===== config.mk =====
export PLATFORM = sky130hd
export DESIGN_NAME = activation_feeder
export DESIGN_NICKNAME = d
export VERILOG_FILES = /design/src/rtl/tpu_pkg.sv /design/src/rtl/skew_lane.sv /design/src/rtl/activation_feeder.sv
export SDC_FILE = /design/constraint.sdc
export NUM_CORES = 1
export LEC_CHECK = 0
export ABC_AREA = 1
export BUFFER_PORTS_ARGS = -buffer_cell sky130_fd_sc_hd__buf_2
export CELL_PAD_IN_SITES_DETAIL_PLACEMENT = 0
export CELL_PAD_IN_SITES_GLOBAL_PLACEMENT = 2
export CORE_MARGIN = 2
export CORE_UTILIZATION = 42
export CTS_BUF_LIST = sky130_fd_sc_hd__clkbuf_8
export DETAILED_ROUTE_END_ITERATION = 10
export GPL_ROUTABILITY_DRIVEN = 1
export PLACE_DENSITY = 0.91
export SLEW_MARGIN = 5
export SYNTH_ARGS = -nofsm -noshare
export SYNTH_HDL_FRONTEND = slang
export SYNTH_HIERARCHICAL = 1
export SYNTH_SLANG_ARGS = --single-unit

===== constraint.sdc =====
create_clock -name clk -period 3.21 [get_ports clk]
set_input_delay 0.4815 -clock clk [delete_from_list [all_inputs] [get_ports clk]]
set_output_delay 0.4815 -clock clk [all_outputs]
set_load 0.05 [all_outputs]

===== src/rtl/tpu_pkg.sv =====
// Shared TPU definitions: array geometry and the activation feeder FSM encoding.
// Used by the unified buffer, the systolic array and the activation feeder.
package tpu_pkg;

    localparam int TPU_N      = 2;
    localparam int TPU_DATA_W = 32;
    localparam int TPU_ADDR_W = 6;

    typedef enum logic [1:0] {
        IDLE,
        LOAD,
        STREAM,
        DONE
    } feeder_state_t;

endpackage


===== src/rtl/skew_lane.sv =====
// One row lane of the skewed activation stream.
// Row ROW shows tile[ROW][t-ROW] while that column index is inside the tile, and zero otherwise.
module skew_lane #(
    parameter int N      = 2,
    parameter int DATA_W = 32,
    parameter int ROW    = 0,
    parameter int T_W    = 2
) (
    input  logic [T_W-1:0]      t,
    input  logic [N*DATA_W-1:0] tile_row,
    output logic [DATA_W-1:0]   lane_data,
    output logic                lane_valid
);

    always_comb begin
        lane_data  = '0;
        lane_valid = 1'b0;
        for (int c = 0; c < N; c++) begin
            if (int'(t) == ROW + c) begin
                lane_data  = tile_row[c*DATA_W +: DATA_W];
                lane_valid = 1'b1;
            end
        end
    end

endmodule


===== src/rtl/activation_feeder.sv =====
// Loads an NxN activation tile from the unified buffer and streams it diagonally skewed into the array.
// Optional column-major load (transposed tile) is enabled with `define ACT_FEEDER_TRANSPOSE_EN.
//
// Handshake: start is a one-cycle request honoured only while the FSM is IDLE; requests at any
// other time are dropped, never queued. row_valid[r] qualifies lane r; done pulses once per tile.
module activation_feeder
    import tpu_pkg::*;
#(
    parameter int N      = TPU_N,
    parameter int DATA_W = TPU_DATA_W,
    parameter int ADDR_W = TPU_ADDR_W
) (
    input  logic                clk,
    input  logic                reset,
    input  logic                start,
    input  logic [ADDR_W-1:0]   base_addr,
`ifdef ACT_FEEDER_TRANSPOSE_EN
    input  logic                transpose,
`endif
    output logic [ADDR_W-1:0]   rd_addr,
    input  logic [DATA_W-1:0]   rd_data,
    output logic [N*DATA_W-1:0] row_data,
    output logic [N-1:0]        row_valid,
    output logic                busy,
    output logic                done,
    output feeder_state_t       state
);

    localparam int K_W  = $clog2(N*N);
    localparam int T_W  = $clog2(2*N);
    localparam int RC_W = $clog2(N);

    logic [ADDR_W-1:0]   base_q;
    logic [K_W-1:0]      k;
    logic [T_W-1:0]      t;
    logic [N*DATA_W-1:0] tile_q [N];
    logic [RC_W-1:0]     ld_row;
    logic [RC_W-1:0]     ld_col;
    logic [N*DATA_W-1:0] row_next;
    logic [N-1:0]        valid_next;

    // Read address comes straight from the load counter so rd_data lands in the same cycle.
    assign rd_addr = base_q + ADDR_W'(k);

`ifdef ACT_FEEDER_TRANSPOSE_EN
    logic transpose_q;

    always_comb begin
        ld_row = RC_W'(k / K_W'(N));
        ld_col = RC_W'(k % K_W'(N));
        if (transpose_q) begin
            ld_row = RC_W'(k % K_W'(N));
            ld_col = RC_W'(k / K_W'(N));
        end
    end
`else
    always_comb begin
        ld_row = RC_W'(k / K_W'(N));
        ld_col = RC_W'(k % K_W'(N));
    end
`endif

    for (genvar r = 0; r < N; r++) begin : g_lane
        skew_lane #(
            .N      (N),
            .DATA_W (DATA_W),
            .ROW    (r),
            .T_W    (T_W)
        ) u_lane (
            .t          (t),
            .tile_row   (tile_q[r]),
            .lane_data  (row_next[r*DATA_W +: DATA_W]),
            .lane_valid (valid_next[r])
        );
    end

    always_ff @(posedge clk) begin
        if (!reset) begin
            state     <= IDLE;
            base_q    <= '0;
            k         <= '0;
            t         <= '0;
            row_data  <= '0;
            row_valid <= '0;
            busy      <= 1'b0;
            done      <= 1'b0;
`ifdef ACT_FEEDER_TRANSPOSE_EN
            transpose_q <= 1'b0;
`endif
            for (int r = 0; r < N; r++) begin
                tile_q[r] <= '0;
            end
        end else begin
            case (state)
                IDLE: begin
                    done      <= 1'b0;
                    row_data  <= '0;
                    row_valid <= '0;
                    if (start) begin
                        base_q <= base_addr;
                        k      <= '0;
                        busy   <= 1'b1;
                        state  <= LOAD;
`ifdef ACT_FEEDER_TRANSPOSE_EN
                        transpose_q <= transpose;
`endif
                    end
                end
                LOAD: begin
                    tile_q[ld_row][int'(ld_col)*DATA_W +: DATA_W] <= rd_data;
                    if (k == K_W'(N*N-1)) begin
                        t     <= '0;
                        state <= STREAM;
                    end else begin
                        k <= k + 1'b1;
                    end
                end
                STREAM: begin
                    row_data  <= row_next;
                    row_valid <= valid_next;
                    if (t == T_W'(2*N-2)) begin
                        state <= DONE;
                    end else begin
                        t <= t + 1'b1;
                    end
                end
                DONE: begin
                    // busy drops together with the done pulse so a start seen next cycle is legal.
                    row_data  <= '0;
                    row_valid <= '0;
                    done      <= 1'b1;
                    busy      <= 1'b0;
                    state     <= IDLE;
                end
                default: state <= IDLE;
            endcase
        end
    end

endmodule


After elaboration in Yosys (flattened, before gate mapping)
Memories as Yosys holds them, arrays and structs flattened.
Index checks and enable logic that the tools add are counted.
Word-level totals
  register bits after elaboration: 80
  bits in writable memories: 128
  input port bits: 41
  output and inout port bits: 76
  logic and storage cells: 70
  memories kept: 1
Operators by class
  add/sub/neg operators: 4
  equal/unequal tests: 12
  shift operators: 2
  mux-type cells: 30
  reductions and logical operators: 13
Memory list
  tile_q: depth 2, width 64, rd ports 2, clocked after Yosys merged registers in 0, wr ports 2, RTL line activation_feeder.sv:36  | logic [N*DATA_W-1:0] tile_q [N];
Operators by type and width (number)
  64-bit two-way mux: 3
  32-bit two-way mux: 4
  64-bit one-hot mux with 2 select lines: 1
  64-bit OR reduction: 1
  32-bit by 33-bit variable shift with 64-bit output, first input constant: 1
  32-bit by 33-bit indexed part select with 64-bit output: 1
  6-bit negator with 33-bit output: 1
  2-bit two-way mux: 7
  2-bit == test, second input constant: 6
  2-bit one-hot mux with 2 select lines: 3
  2-bit != test, second input constant: 5
  1-bit two-way mux: 9
  3-bit AND reduction: 3
  2-bit one-hot mux with 4 select lines: 1
  2-bit nonzero test: 4
  6-bit by 2-bit adder with 6-bit output: 1
  2-bit by 1-bit adder with 2-bit output, second input constant: 2
  2-bit zero test: 2
  1-bit one-hot mux with 2 select lines: 2
  2-bit AND reduction: 2
  2-bit by 1-bit == test with 1-bit output, second input constant: 1
  2-bit OR reduction: 1

Logic depth before layout (Yosys ltp)
  word-level depth: 6
  depth in mapped cells: 9

Hierarchy
Netlist, hierarchy kept.
Modules (own cells, without submodules)
  activation_feeder: times used 1, cells an instance 652, area an instance 8124.0 um2, seq. area each 5445.2 um2
  skew_lane (g_lane[1].u_lane): times used 1, cells an instance 112, area an instance 593.1 um2, seq. area each 0.0 um2
  skew_lane (g_lane[0].u_lane): times used 1, cells an instance 108, area an instance 561.8 um2, seq. area each 0.0 um2

Worst setup path after synthesis
No wires, ideal clock.
  kind: register to register
  from: register state[1]
  to: memory tile_q[0][32] (netlist bit), enable pin
  library setup time: 479 ps
  arrival time: 2122 ps
  data required time: 2731 ps
  setup slack: 609 ps
  cell stages (with the launch flop): 9
  path buffers: 2
  clock period less this slack: 2601 ps
  cell sequence: dfxtp_1 inv_1 ha_1 buf_6 nand2_2 clkinv_4 nand3_4 buf_6 nand2_1
RTL lines
  start, declared: RTL line activation_feeder.sv:26  | output feeder_state_t state
  start signal, assigned: RTL line activation_feeder.sv:79  | state <= IDLE;
  start signal, assigned: RTL line activation_feeder.sv:103  | state <= LOAD;
  start signal, assigned: RTL line activation_feeder.sv:113  | state <= STREAM;
  end, declared: RTL line activation_feeder.sv:36

Worst setup path in the final report
  from: register k[0]
  to: output rd_addr[4]
On the way
  cells in the longest elaborated chain, start to end: 1
RTL lines
  start, declared: RTL line activation_feeder.sv:34  | logic [K_W-1:0] k;
  start signal, assigned: RTL line activation_feeder.sv:115  | k <= k + 1'b1;
  6-bit by 2-bit adder with 6-bit output: RTL line activation_feeder.sv:43  | assign rd_addr = base_q + ADDR_W'(k);
  end, declared: RTL line activation_feeder.sv:20  | output logic [ADDR_W-1:0] rd_addr,
No other way between the ends.

==> flow_summary.json <==
{
  "post_dp_cell_area_mm2": 0.009803,
  "postSynthAreaPerCell_um2": 10.64,
  "slew_violations": 0,
  "viasPerCell": 4.896,
  "yosysSeqAreaShare": 0.5868,
  "io_pins": 117,
  "area_growth_pct": 12.58,
  "firstDrtPassIters": 5,
  "num_rows": 54,
  "setup_violations": 0,
  "drv_cap": 0,
  "synth.area.top_cells": "edfxtp_1, dfxtp_1, nor2_1",
  "core_area_mm2": 0.02176,
  "arrival_ns": 2.17,
  "portBuffers": 116,
  "max-clock-path-buffers": 3,
  "synthesis.nets": 925,
  "crit_path_start_kind": "flip-flop",
  "synthCells": 872,
  "clkTransAtPathRegs_ns": 0.06,
  "route.vias.total": 6321,
  "layout_min_cycle_time_ns": 2.653,
  "path_cells": "ha_1, fa_1, nand3_1, xor2_1, buf_2",
  "antenna_found_initial": 0,
  "grt_pass1_vias": 6353,
  "start_util": 0.4265,
  "run_status": "completed",
  "slowest_stage": "dfxtp_1",
  "root_buffer": "clkbuf_8",
  "synth_top_area_share": 0.4142,
  "p_switching_mw": 3.281,
  "postCtsHoldBufs": 0,
  "multi_input_area_mm2": 0.003044,
  "cts_resized": 0,
  "vdd_drop_max_mv": 0.5879,
  "die_width_um": 152.6,
  "nNetsFinal": 1036,
  "final_common_cell": "nor2_1",
  "rsz0062_at_grt": "no",
  "switching_share": 0.3977,
  "layout_common_cells": "nor2_1, nand2_1, edfxtp_1, buf_2, dfxtp_1",
  "clk_latency_ns": 0.54,
  "yosys_warnings": 6,
  "cp-end-kind": "primary output",
  "cts_max_level": 2,
  "relSlewSlack": 0.3232,
  "seq_area_mm2": 0.005446,
  "pwr-share-seq": 0.413,
  "critical_path_class": "flip-flop to primary output",
  "clock_sinks": 208,
  "max_stage_delay_ns": 0.41,
  "hold_class": "input port to flip-flop",
  "cts_buffers": 36,
  "synth_seq_cells": 208,
  "p_leak_nw": 4.594,
  "hold_viol": 0,
  "grtUsageTotal": 0.1777,
  "grt_max_degree": 72,
  "fin_crit_sh": 0.8263,
  "intPower_mw": 4.969,
  "drive_gt1_frac": 0.2878,
  "die_y_um": 152.6,
  "place.gp.congestion": 0.7576,
  "grt_pass1_wl_mm": 33.25,
  "clockPowerShare": 0.262,
  "drc": 0,
  "antenna_cells": 0,
  "ys_types": 31,
  "cts_setup_buffers": 0,
  "routedWlPerCell_um": 16.17,
  "fillers": 2105,
  "grt_overflow_total": 0,
  "critical_path.top_delay_family": "adder cells",
  "drt_wl_total_mm": 20.88,
  "dp_hpwl_mm": 12.97,
  "p_comb_frac": 0.325,
  "setup_tns_ns": 0,
  "p_per_area_mw_per_mm2": 789.7,
  "design_area_mm2": 0.01045,
  "critical_path_buf_inv_count": 1,
  "die_area_mm2": 0.02330,
  "path_max_fanout": 6,
  "cts_tree": "done",
  "syn-cell-area_mm2": 0.009279,
  "first_iter_violations": 417,
  "max_freq_mhz": 377.0,
  "cp.required_ns": 2.73,
  "postRouteAntennaNets": 0,
  "fin_skew_ns": 0.03561,
  "yosysTopAreaCell": "edfxtp_1",
  "tightest_slew_ns": 1.015
}
Yosys cell counts:
library cell	instances
a22oi_2	40
inv_2	3
clkbuf_1	2
nand3_1	51
clkinv_4	1
a21o_1	1
nand2_1	162
nor2_8	2
or2_2	1
buf_6	33
nand3_2	19
nand3b_1	1
buf_12	4
inv_4	1
fa_1	1
a22oi_1	26
edfxtp_1	128
inv_1	55
nor3_1	1
nand3_4	4
nand2_2	1
nor2_1	173
dfxtp_1	80
nor2_2	40
ha_1	11
o21ai_0	8
buf_8	2
a21oi_1	4
xor2_1	2
buf_4	4
buf_2	11
metal layers:
metal,vias up,global-route usage,share of wire
li1,3123,-,-
met5,-,0,0
met1,2986,0.2354,0.45
met4,0,0.05644,0.019
met3,33,0.03868,0.059
met2,179,0.2921,0.47
power by group through the flow:
stage | Sequential [mW] | Clock [mW] | Combinational (mW)
after detailed placement | 3.47 | 0 | 2.71
after global placement | 3.45 | 0 | 2.69
after global routing | 3.45 | 2.33 | 2.91
after CTS | 3.41 | 2.22 | 2.71
final | 3.41 | 2.16 | 2.68
after floorplan | 3.95 | 0 | 1.86
tightest hold or removal path: cells and delay by family:
family,cells,cell delay [ns]
AND/OR/NAND/NOR,1,0.08
AO/OA/AOI/OAI,1,0.07
buffers and inverters,1,0.07
area by class of cell:
| cell class | instances | share of cell area |
|---|---|---|
| clock inverters | 28 | 0.01150 |
| repair buffers | 129 | 0.06971 |
| multi-input cells | 548 | 0.2914 |
| clock buffers | 38 | 0.05007 |
| well taps | 280 | 0.03354 |
| inverters | 60 | 0.02240 |
| flip-flops and latches | 208 | 0.5214 |
path summary, 6_finish.rpt:
kind	cells past startpoint	end	startpoint	slack (ns)
hold / removal	3	base_q[5]	base_addr[5]	0.20
hold reg to reg	2	done	done	0.49
setup reg to reg	7	row_data[26]	state[0]	1.01
setup / recovery	5	rd_addr[4]	k[0]	0.56
stage by stage:
stage / setup WS (ns) / instances / util / hold WS [ns] / total power, mW
after floorplan: 0.6090 / 872 / - / 0.4618 / 5.804
after global placement: 1.018 / 1225 / 0.4506 / 0.4700 / 6.144
after detailed placement: 0.9888 / 1225 / 0.4506 / 0.4777 / 6.170
after CTS: 0.5207 / 1291 / 0.4802 / 0.1792 / 8.344
after global routing: 0.4599 / 1291 / 0.4802 / 0.2140 / 8.690
final: 0.5575 / 1291 / 0.4802 / 0.2034 / 8.250
kinds of logic (layout without fill, tap and decap cells):
family / after synthesis / count (layout) / synth area share
AO/OA/AOI/OAI: 79 / 79 / 0.08226
XOR/XNOR: 2 / 2 / 0.001888
adder cells (fa/ha/maj): 12 / 12 / 0.01699
buffers and inverters: 116 / 255 / 0.08698
flip-flops: 208 / 208 / 0.5868
AND/OR/NAND/NOR: 455 / 455 / 0.2251
registers in the layout (all words and copies together), names as in the netlist:
name / cells
row_valid: 2
t: 2
k: 2
busy: 1
row_data: 64
tile_q: 128
done: 1
base_q: 6
state: 2
Power figures use the tool's default switching activity.
